--- src/rtl/cdc_cmd_responder_if.sv ---
// Byte streams between the usb_cdc core and the command responder:
// out_* carries host->device command bytes, in_* carries device->host responses.
interface cdc_cmd_responder_if;
  logic [7:0] out_data;
  logic       out_valid;
  logic       out_ready;
  logic [7:0] in_data;
  logic       in_valid;
  logic       in_ready;

  modport master (
    output out_data, out_valid, in_ready,
    input  out_ready, in_data, in_valid
  );

  modport slave (
    input  out_data, out_valid, in_ready,
    output out_ready, in_data, in_valid
  );
endinterface

--- src/rtl/cdc_cmd_responder.sv ---
// Byte-command responder: decodes 'W'/'R' frames onto a small register file and returns one
// response byte per command. Define CDC_CMD_ERRCNT_EN to add the saturating error counter and the 'E' command.
module cdc_cmd_responder #(
  parameter int unsigned ADDR_W         = 2,
  parameter int unsigned TIMEOUT_CYCLES = 2000
) (
  input  logic                      clk_i,
  input  logic                      rst_i,
  cdc_cmd_responder_if.slave        bus,
  output logic [8*(2**ADDR_W)-1:0]  regs_o
);

  localparam int unsigned   NREG    = 2**ADDR_W;
  localparam int unsigned   TO_W    = $clog2(TIMEOUT_CYCLES);
  localparam logic [TO_W-1:0] TO_LAST = TO_W'(TIMEOUT_CYCLES - 1);
  localparam logic [TO_W-1:0] TO_ONE  = TO_W'(1);
  localparam logic [TO_W-1:0] TO_ZERO = TO_W'(0);

  localparam logic [7:0] CH_W = 8'h57;
  localparam logic [7:0] CH_R = 8'h52;
  localparam logic [7:0] CH_K = 8'h4B;
  localparam logic [7:0] CH_Q = 8'h3F;
`ifdef CDC_CMD_ERRCNT_EN
  localparam logic [7:0] CH_E = 8'h45;
`endif

  typedef enum logic [1:0] {
    S_IDLE     = 2'd0,
    S_GET_ADDR = 2'd1,
    S_GET_DATA = 2'd2,
    S_RESP     = 2'd3
  } state_t;

  function automatic logic addr_ok_f(input logic [7:0] a);
    return ({24'h000000, a} < NREG);
  endfunction

  state_t          state_q, state_d;
  logic            out_ready_q, out_ready_d;
  logic            in_valid_q, in_valid_d;
  logic [7:0]      in_data_q, in_data_d;
  logic            is_wr_q, is_wr_d;
  logic [7:0]      addr_q, addr_d;
  logic [TO_W-1:0] tmo_q, tmo_d;
  logic [7:0]      regs_q [NREG];
  logic [7:0]      regs_d [NREG];

  logic            accept_s;
  logic            resp_done_s;
  logic            in_frame_s;
  logic            timeout_s;

`ifdef CDC_CMD_ERRCNT_EN
  logic [7:0]      errcnt_q, errcnt_d;
  logic            errcmd_q, errcmd_d;
  logic            err_evt_s;
`endif

  assign accept_s    = bus.out_valid & out_ready_q;
  assign resp_done_s = in_valid_q & bus.in_ready;
  assign in_frame_s  = (state_q == S_GET_ADDR) || (state_q == S_GET_DATA);
  // An accepted byte on the terminal-count cycle keeps the frame alive.
  assign timeout_s   = in_frame_s && !accept_s && (tmo_q == TO_LAST);

  assign bus.out_ready = out_ready_q;
  assign bus.in_valid  = in_valid_q;
  assign bus.in_data   = in_data_q;

  for (genvar k = 0; k < NREG; k++) begin : g_regs_out
    assign regs_o[8*k +: 8] = regs_q[k];
  end

  always_ff @(posedge clk_i or posedge rst_i) begin
    if (rst_i) begin
      state_q <= S_IDLE;
    end else begin
      state_q <= state_d;
    end
  end

  always_comb begin
    state_d = state_q;
    case (state_q)
      S_IDLE: begin
        if (accept_s) begin
          if ((bus.out_data == CH_W) || (bus.out_data == CH_R)) begin
            state_d = S_GET_ADDR;
          end else begin
            state_d = S_RESP;
          end
        end else begin
          state_d = S_IDLE;
        end
      end
      S_GET_ADDR: begin
        if (accept_s) begin
          state_d = is_wr_q ? S_GET_DATA : S_RESP;
        end else if (timeout_s) begin
          state_d = S_IDLE;
        end else begin
          state_d = S_GET_ADDR;
        end
      end
      S_GET_DATA: begin
        if (accept_s) begin
          state_d = S_RESP;
        end else if (timeout_s) begin
          state_d = S_IDLE;
        end else begin
          state_d = S_GET_DATA;
        end
      end
      S_RESP: begin
        if (resp_done_s) begin
          state_d = S_IDLE;
        end else begin
          state_d = S_RESP;
        end
      end
      default: state_d = S_IDLE;
    endcase
  end

  always_comb begin
    out_ready_d = (state_d != S_RESP);
    in_valid_d  = in_valid_q;
    in_data_d   = in_data_q;
    is_wr_d     = is_wr_q;
    addr_d      = addr_q;
    regs_d      = regs_q;
    if (accept_s || timeout_s || !in_frame_s) begin
      tmo_d = TO_ZERO;
    end else begin
      tmo_d = tmo_q + TO_ONE;
    end
    case (state_q)
      S_IDLE: begin
        if (accept_s) begin
          if (bus.out_data == CH_W) begin
            is_wr_d = 1'b1;
          end else if (bus.out_data == CH_R) begin
            is_wr_d = 1'b0;
`ifdef CDC_CMD_ERRCNT_EN
          end else if (bus.out_data == CH_E) begin
            in_valid_d = 1'b1;
            in_data_d  = errcnt_q;
`endif
          end else begin
            in_valid_d = 1'b1;
            in_data_d  = CH_Q;
          end
        end else begin
          in_valid_d = 1'b0;
        end
      end
      S_GET_ADDR: begin
        if (accept_s) begin
          if (is_wr_q) begin
            addr_d = bus.out_data;
          end else begin
            in_valid_d = 1'b1;
            in_data_d  = addr_ok_f(bus.out_data) ? regs_q[bus.out_data[ADDR_W-1:0]] : CH_Q;
          end
        end else begin
          addr_d = addr_q;
        end
      end
      S_GET_DATA: begin
        if (accept_s) begin
          in_valid_d = 1'b1;
          if (addr_ok_f(addr_q)) begin
            regs_d[addr_q[ADDR_W-1:0]] = bus.out_data;
            in_data_d = CH_K;
          end else begin
            in_data_d = CH_Q;
          end
        end else begin
          in_valid_d = 1'b0;
        end
      end
      S_RESP: begin
        if (resp_done_s) begin
          in_valid_d = 1'b0;
        end else begin
          in_valid_d = 1'b1;
        end
      end
      default: in_valid_d = 1'b0;
    endcase
  end

  always_ff @(posedge clk_i or posedge rst_i) begin
    if (rst_i) begin
      out_ready_q <= 1'b0;
      in_valid_q  <= 1'b0;
      in_data_q   <= 8'h00;
      is_wr_q     <= 1'b0;
      addr_q      <= 8'h00;
      tmo_q       <= TO_ZERO;
      for (int k = 0; k < NREG; k++) begin
        regs_q[k] <= 8'h00;
      end
    end else begin
      out_ready_q <= out_ready_d;
      in_valid_q  <= in_valid_d;
      in_data_q   <= in_data_d;
      is_wr_q     <= is_wr_d;
      addr_q      <= addr_d;
      tmo_q       <= tmo_d;
      regs_q      <= regs_d;
    end
  end

`ifdef CDC_CMD_ERRCNT_EN
  always_comb begin
    err_evt_s = 1'b0;
    if (timeout_s) begin
      err_evt_s = 1'b1;
    end else if (accept_s) begin
      case (state_q)
        S_IDLE:     err_evt_s = (bus.out_data != CH_W) && (bus.out_data != CH_R) && (bus.out_data != CH_E);
        S_GET_ADDR: err_evt_s = !is_wr_q && !addr_ok_f(bus.out_data);
        S_GET_DATA: err_evt_s = !addr_ok_f(addr_q);
        default:    err_evt_s = 1'b0;
      endcase
    end else begin
      err_evt_s = 1'b0;
    end
  end

  // The count is reported by value, so it only clears once that report has been handed over.
  always_comb begin
    errcnt_d = errcnt_q;
    errcmd_d = errcmd_q;
    if (state_q == S_IDLE && accept_s && bus.out_data == CH_E) begin
      errcmd_d = 1'b1;
    end else if (resp_done_s) begin
      errcmd_d = 1'b0;
    end else begin
      errcmd_d = errcmd_q;
    end
    if (errcmd_q && resp_done_s) begin
      errcnt_d = 8'h00;
    end else if (err_evt_s && (errcnt_q != 8'hFF)) begin
      errcnt_d = errcnt_q + 8'h01;
    end else begin
      errcnt_d = errcnt_q;
    end
  end

  always_ff @(posedge clk_i or posedge rst_i) begin
    if (rst_i) begin
      errcnt_q <= 8'h00;
      errcmd_q <= 1'b0;
    end else begin
      errcnt_q <= errcnt_d;
      errcmd_q <= errcmd_d;
    end
  end
`endif

endmodule
--- src/flat_wrapper.sv ---
// flat-port wrapper written by rule: the top's interface ports become plain ports
module cdc_cmd_responder_flat 
#(
  parameter int unsigned ADDR_W         = 2,
  parameter int unsigned TIMEOUT_CYCLES = 2000
)
  (clk_i, rst_i, regs_o, bus_out_data, bus_out_valid, bus_in_ready, bus_out_ready, bus_in_data, bus_in_valid);
  cdc_cmd_responder_if bus_i ();
  input  logic clk_i;
  input  logic rst_i;
  output logic [8*(2**ADDR_W)-1:0] regs_o;
  input wire logic [$bits(bus_i.out_data)-1:0] bus_out_data;
  input wire logic [$bits(bus_i.out_valid)-1:0] bus_out_valid;
  input wire logic [$bits(bus_i.in_ready)-1:0] bus_in_ready;
  output wire logic [$bits(bus_i.out_ready)-1:0] bus_out_ready;
  output wire logic [$bits(bus_i.in_data)-1:0] bus_in_data;
  output wire logic [$bits(bus_i.in_valid)-1:0] bus_in_valid;
  assign bus_i.out_data = bus_out_data;
  assign bus_i.out_valid = bus_out_valid;
  assign bus_i.in_ready = bus_in_ready;
  assign bus_out_ready = bus_i.out_ready;
  assign bus_in_data = bus_i.in_data;
  assign bus_in_valid = bus_i.in_valid;
  cdc_cmd_responder #(.ADDR_W(ADDR_W), .TIMEOUT_CYCLES(TIMEOUT_CYCLES)) u_core (.clk_i(clk_i), .rst_i(rst_i), .bus(bus_i), .regs_o(regs_o));
endmodule
--- config.mk ---
export PLATFORM = sky130hd
export DESIGN_NAME = cdc_cmd_responder_flat
export DESIGN_NICKNAME = d
export VERILOG_FILES = /design/src/rtl/cdc_cmd_responder_if.sv /design/src/rtl/cdc_cmd_responder.sv /design/src/flat_wrapper.sv
export SDC_FILE = /design/constraint.sdc
export NUM_CORES = 1
export LEC_CHECK = 0
export CORE_AREA = 2 2 66 130
export CTS_BUF_LIST = sky130_fd_sc_hd__clkbuf_8
export CTS_CLUSTER_SIZE = 24
export DETAILED_ROUTE_END_ITERATION = 7
export DIE_AREA = 0 0 68 132
export PLACE_DENSITY = 0.63
export SLEW_MARGIN = 20
export SYNTH_ARGS = -nofsm -noshare
export SYNTH_HDL_FRONTEND = slang
export SYNTH_SLANG_ARGS = --single-unit
export TNS_END_PERCENT = 10
--- constraint.sdc ---
create_clock -name clk_i -period 3.8 [get_ports clk_i]
set_input_delay 0.76 -clock clk_i [delete_from_list [all_inputs] [get_ports clk_i]]
set_output_delay 0.76 -clock clk_i [all_outputs]
set_load 0.01 [all_outputs]
== After elaboration in Yosys (flattened, before gate mapping) ==
Cells that the tools add are included.
Storage, ports and cells
  bits in registers: 64
  bits in latches: 0
  memory bits (writable): 0
  ROM bits: 0
  output and inout port bits: 42
  word-level logic and storage cells: 88
  memories: 0
Cells by class
  $add $sub $neg: 1
  $mul: 0
  div/mod/pow operators: 0
  magnitude comparators: 5
  equality and inequality tests: 15
  shifts and indexed selects: 0
  muxes and demuxes: 35
  bitwise operators: 4
  reduce and logical (&&, ||, !) cells: 17
Operators by type and width (count)
  $mux W8: 10
  $bwmux W32: 1
  $pmux W8 S3: 1
  $bmux W8 S2: 1
  $demux W8 S2: 1
  $eq A8 B7 Y1 const B: 2
  $lt A8 B3 Y1 const B: 2
  $mux W2: 6
  $add A11 B1 Y11 const B: 1
  $eq A11 B11 Y1 const B: 1
  $mux W1: 11
  $mux W11: 1
  $reduce_and A3 Y1: 3
  $ne A2 B2 Y1 const B: 4
  $pmux W2 S4: 1
  $mux W7: 1
  $reduce_and A7 Y1: 1
  $ge A3 B3 Y1 const B: 2
  $ne A2 B1 Y1 const B: 3
  $ne A3 B3 Y1 const B: 2
  $not A2 Y3: 2
  $eq A2 B2 Y1 const B: 2
  $logic_or A1 B1 Y1: 4
  $pmux W1 S4: 1
  other kinds (9): 13

== Longest topological paths before layout ==
Gate-level depths: netlist of run 1.
  depth in word-level cells: 8
  mapped depth: 7
  gate-level depth less buffers: 6

== Worst setup path after synthesis of run 1 ==
OpenSTA, ideal clock, no wires.
  path kind: input -> register
  start: input port bus_out_data[0]
  end: register u_core.in_data_q[0], in the netlist u_core.bus.in_data[0]
  setup time: 0.125 ns
  arrival time: 2.532 ns
  slack: 1.144 ns
  stages: 6
  path through: clkbuf_1 -> buf_2 -> xnor2_1 -> nand2_1 -> o211ai_1 -> mux2_2
Between the ends
  longest elaborated chain between the ends: 8
  elaborated cells between the ends (all ways): 14
  classes of those cells: order compare (1); eq/ne (4); mux (7); bitwise (1); reduce/logical (1)
Ends and longest elaborated chain
  start, declared: line flat_wrapper.sv:12  | input wire logic [$bits(bus_i.out_data)-1:0] bus_out_data;
  parallel branches: the longest is 8 deep, another holds $lt A8 B3 Y1
  end signal, assigned: line cdc_cmd_responder.sv:206  | in_data_q <= in_data_d;
  end, declared: line cdc_cmd_responder.sv:41  | logic [7:0] in_data_q, in_data_d;
Parallel ways; which one is timed is not known. The select of a mux whose other input is x is not followed.
A chain may end at the register's enable or synchronous reset.

== Final worst setup path of run 1 ==
  start: input port bus_out_valid
  end: register u_core.regs_q (netlist bit u_core.regs_o[20])
Between the ends
  longest elaborated chain between the ends: 2
Ends and longest elaborated chain
  start, declared: line flat_wrapper.sv:13  | input wire logic [$bits(bus_i.out_valid)-1:0] bus_out_valid;
  $and A1 B1 Y1: line cdc_cmd_responder.sv:59  | assign accept_s = bus.out_valid & out_ready_q;
  $reduce_and A3 Y1 (no line)
  end signal, assigned: line cdc_cmd_responder.sv:210  | regs_q <= regs_d;
  end, declared: line cdc_cmd_responder.sv:45  | logic [7:0] regs_q [NREG];
No other way between the ends.

==> run metrics, run 1 <==
layout cell share with drive strength beyond 1=0.288; outcome=completed; Synth Area per Inst=13.1 µm²; leading area contributor after synthesis=dfrtp_1; power per cell area=665 nW/µm²; cts repair resizes=0; CTS tree=done; DR iter-0 viols=120; sequential fraction of the synthesis area=0.514; worst path arrival time=3.04 ns; H-tree depth=3; Final Util=0.500; setup_tns=0 ns; Post-synth EDFFs=0; Via density=5.51; wire per inst=18.2 µm; die area=8980 µm²; # diodes=0; largest net degree at the start of global routing=65; max-slew violation count=0; # rows=46; Routed WL=7300 µm; CP Launch Type=input port; Final Skew=0.00604 ns; Hold Crit Class=register to register; total number of vias=2214; Buffers on Ports=53; Max VDD drop=0.317 mV; vias in the first global route=2272; final-report setup violation count=0; clock net sink count=64; Area contributors post-synth=dfrtp_1 (51%), mux2_2 (14%), mux4_2 (5.8%); GP Congestion=0.840; CTS Buf Count=9; Die W=68 µm; Commonest cells post-synth=dfrtp_1 (64), mux2_2 (40), nand2_1 (13); GRT Overall Usage=0.181; clock root cell=clkbuf_8; DR pass1 iterations=4; min Tclk post-route=2.82 ns; half-perimeter wire length after placement=5380 µm; Synth top area share=0.514; post-synthesis instance area=3120 µm²; Mapped Nets=256; worst-margin pin slew=0.823 ns; CP max FO=8; total grt overflow=0; I/O pins=54; RSZ-0062 raised after global routing=false; max-cap violation count=0; register clock-pin slew on the reported worst setup and hold paths=0.06 ns; Setup CP Type=input port to register; drt drc=0; Synth Flop Type=dfrtp_1; Max Root-Sink Buffers=2; die height=132 µm; Lkg Pwr=1.72 nW; flop and latch count out of synthesis=64; Starting Density=0.393; filler instances=737; crit end category=register; Area growth, synth to finish=27.4%; Post-CTS Setup Inserts=0; Rel. slew slack=0.451; Achievable Freq=355 MHz; fin crit share=0.741; antenna violations before repair=0; Yosys warnings=0; most frequent cell after synthesis=dfrtp_1; ys async rst share=1.00; core footprint=7940 µm²; Synth cell types=44; cts hold-fix bufs=0; clk_lat worst skew=0.34 ns; ANT nets after route=0; synthesized instance count=238; Final Net Count=319; global-route wire length before repair=11900 µm; hold violation count in the final report=0; critical path data required time=4.03 ns
[stage by stage]
stage / cells / setup slack (ns) / area [µm²] / power (mW) / hold WS (ns)
2_1_floorplan: 238 / 1.14 / 3120 / 1.64 / 0.448
3_3_place_gp: 386 / 0.641 / 3790 / 2.10 / 0.477
3_5_place_dp: 386 / 0.627 / 3790 / 2.12 / 0.478
4_1_cts: 402 / 0.991 / 3970 / 2.68 / 0.487
5_1_grt: 402 / 0.912 / 3970 / 2.81 / 0.504
6_report: 402 / 0.983 / 3970 / 2.64 / 0.478
[cell families (layout without fill, tap and decap cells)]
family,count (synthesis),after routing,share of synthesized area
adder cells (fa/ha/maj),6,6,0.0241
AND/OR/NAND/NOR,59,59,0.107
XOR/XNOR,9,9,0.0253
multiplexers,57,57,0.244
flip-flops,64,64,0.514
buffers and inverters,16,84,0.0221
AO/OA/AOI/OAI,27,27,0.0642
[report_power, final]
part	switching, mW	internal, mW
Clock	0.251	0.292
Combinational	0.443	0.617
Sequential	0.160	0.881
[flip-flops by register name, summed over array words and instances (netlist names)]
register              count
u_core.is_wr_q            1
u_core.state_q            2
u_core.regs_o            32
u_core.tmo_q             11
u_core.bus.out_ready      1
u_core.bus.in_valid       1
u_core.bus.in_data        8
u_core.addr_q             8
[worst paths after layout]
kind	start	endpoint	slack (ns)	cells past startpoint
min in group asynchronous	rst_i	u_core.state_q[0]	0.98	3
max in group asynchronous	rst_i	u_core.regs_o[0]	2.28	3
max reg2reg	u_core.state_q[0]	u_core.regs_o[20]	1.09	6
min	u_core.tmo_q[0]	u_core.tmo_q[0]	0.48	1
max	bus_out_valid	u_core.regs_o[20]	0.98	5
min reg2reg	u_core.tmo_q[0]	u_core.tmo_q[0]	0.48	1
[per-layer routing]
layer  part of all wire  GRT usage
met1               0.39      0.216
met2               0.54      0.297
met3              0.046     0.0461
met4              0.023     0.0800
met5                  0          0
[cells in the final DEF, fill, tap and decap left out, types with 2 or more instances in the layout]
cell	netlist	routed
clkdlybuf4s50_1	0	53
mux2_2	40	40
nor3_1	4	4
clkbuf_8	0	9
nand2_1	13	13
mux2_4	8	8
inv_1	5	7
o31ai_1	2	2
or4_1	2	2
dfrtp_1	64	64
xor2_1	5	5
o21ai_0	3	3
clkinv_2	0	3
nor2_1	11	11
ha_1	6	6
xnor2_1	4	4
buf_4	0	10
or3_1	2	2
mux4_2	8	8
nand4_1	6	6
o211ai_1	2	2
and3_1	2	2
a21oi_1	5	5
nand3_1	6	6
or2_2	2	2
nor2b_1	2	2
o41ai_1	7	7
[worst max-delay path, stage by stage]
cell,delay [ns]
clkdlybuf4s50_1,0.51
and3_1,0.23
or4b_4,0.51
or3b_1,0.65
mux2_4,0.39
[final cells by class]
cell class	count	area (µm²)	area share
clock buffers	9	124	0.0312
clock inverters	7	56.3	0.0142
inverters	5	18.8	0.00472
multi-input cells	158	1450	0.364
flip-flops and latches	64	1600	0.403
well taps	96	120	0.0302
repair buffers	63	606	0.152
Power figures use the tool's default switching activity.
==> run 2: changes to the inputs <==
--- a/config.mk
+++ b/config.mk
@@ -10,7 +10,7 @@
 export CTS_CLUSTER_SIZE = 24
 export DETAILED_ROUTE_END_ITERATION = 7
 export DIE_AREA = 0 0 68 132
-export PLACE_DENSITY = 0.63
+export PLACE_DENSITY = 0.65
 export SLEW_MARGIN = 20
 export SYNTH_ARGS = -nofsm -noshare
 export SYNTH_HDL_FRONTEND = slang
==> constraint.sdc (replaced) <==
create_clock -name clk_i -period 2.3 [get_ports clk_i]
set_input_delay 0.46 -clock clk_i [delete_from_list [all_inputs] [get_ports clk_i]]
set_output_delay 0.46 -clock clk_i [all_outputs]
set_load 0.01 [all_outputs]
==> run metrics, run 2 (synthesis results as in run 1) <==
outcome=finished with violations; failing checks=setup timing; beginning of the critical path=u_core.addr_q[7]; hold violation count in the final report=0; Hold Crit Class=register to register; Routed WL=7690 µm; Area growth, synth to finish=35.2%; # rows=46; dpl cells=416; register clock-pin slew on the reported worst setup and hold paths=0.06 ns; CTS tree=done; antenna violations before repair=0; max-cap violation count=0; total grt overflow=0; DR iter-0 viols=95; Buffers on Ports=53; crit end category=register; die height=132 µm; Max VDD drop=0.594 mV; Starting Density=0.393; M2 GR Usage=0.327; layout cell share with drive strength beyond 1=0.356; wire per inst=17.9 µm; Die W=68 µm; cts hold-fix bufs=0; critical path data required time=2.53 ns; FF-to-FF Start=u_core.addr_q[7]; Achievable Freq=418 MHz; I/O pins=54; worst path arrival time=2.62 ns; max reg flops=32; global-route wire length before repair=12800 µm; most common cell after layout, fill and taps aside=dfrtp_1; GR peak layer=met2; Lkg Pwr=1.86 nW; Hold WS=0.485 ns; power per cell area=1050 nW/µm²; DR pass1 iterations=4; Hold Startpoint=u_core.tmo_q[0]; post-route setup slack=-0.0919 ns; RSZ-0062 raised after global routing=true; fin crit share=1.04; CTS Buf Count=9; drt drc=0; GP Congestion=0.887; met3 global-route usage=0.0453; max-slew violation count=0; die area=8980 µm²; Final Skew=0.00929 ns; vias in the first global route=2524; core footprint=7940 µm²; GRT Overall Usage=0.192; M1 GR Usage=0.217; clk_lat worst skew=0.35 ns; Max Root-Sink Buffers=2; most frequent cells in the layout=dfrtp_1 (64), clkdlybuf4s50_1 (53), mux2_2 (40), buf_4 (37), nand2_1 (13); largest net degree at the start of global routing=65; Setup CP Type=register to register; Rel. slew slack=0.538; Via density=5.36; min Tclk post-route=2.39 ns; clock root cell=clkbuf_8; fin cells=430; worst-margin pin slew=0.691 ns; ANT nets after route=0; CP max FO=4; final-report setup violation count=24; # diodes=0; half-perimeter wire length after placement=5830 µm; clock net sink count=64; total number of vias=2303; Final Net Count=349; H-tree depth=3; CP Launch Type=register
-- run 2: stage by stage --
stage | worst slack [ns] | instance area, µm² | power (mW) | util | setup TNS, ns
after floorplan | -0.0262 | 3120 | 2.72 | - | -0.396
after global placement | -0.291 | 4040 | 3.61 | 0.509 | -8.83
after detailed placement | -0.282 | 4050 | 3.65 | 0.510 | -8.48
after CTS | -0.0846 | 4210 | 4.46 | 0.530 | -1.72
after global routing | -0.143 | 4220 | 4.71 | 0.531 | -3.06
final | -0.0919 | 4220 | 4.42 | 0.531 | -1.85
-- run 2: timing repair --
item | in CTS | in global routing
setup endpoints to repair | 25 | 31
buffers inserted | 0 | 0
gates resized for setup | 2 | 1
pin swaps | 0 | 1
-- run 2: routing by layer --
| metal | wire length [µm] | vias up | part of all wire |
|---|---|---|---|
| met1 | 2890 | 1176 | 0.38 |
| met2 | 4290 | 50 | 0.56 |
| met3 | 288 | 14 | 0.037 |
| li1 | - | 1063 | - |
| met5 | 0 | - | 0 |
| met4 | 224 | 0 | 0.029 |
-- run 2: report_power, final --
part | leakage, nW | switching, mW | internal (mW)
clock | 0.0918 | 0.396 | 0.394
combinational | 0.943 | 0.775 | 1.13
sequential | 0.827 | 0.265 | 1.46
-- run 2: path summary, 6_finish.rpt --
path | slack, ns | end | cells after the start
setup / recovery | -0.09 | u_core.regs_o[2] | 6
hold / removal | 0.49 | u_core.tmo_q[0] | 1
setup reg to reg | -0.09 | u_core.regs_o[2] | 6
hold reg to reg | 0.49 | u_core.tmo_q[0] | 1
max in group asynchronous | 1.53 | u_core.regs_o[27] | 3
min in group asynchronous | 0.50 | u_core.bus.in_data[6] | 3
-- run 2: area by class of cell --
class	count	area [µm²]
Clock buffer	10	138
Clock inverter	4	16.3
Fill cell	728	3730
Inverter	5	18.8
Multi-Input combinational cell	158	1460
Sequential cell	64	1600
Tap cell	96	120
Timing Repair Buffer	93	860
-- run 2: worst max-delay path, cell delays in order, from the launching register on --
cell	delay (ns)
dfrtp_1	0.38
or4_4	0.56
or4b_4	0.50
buf_4	0.15
nor3_2	0.16
buf_4	0.19
mux2_2	0.34
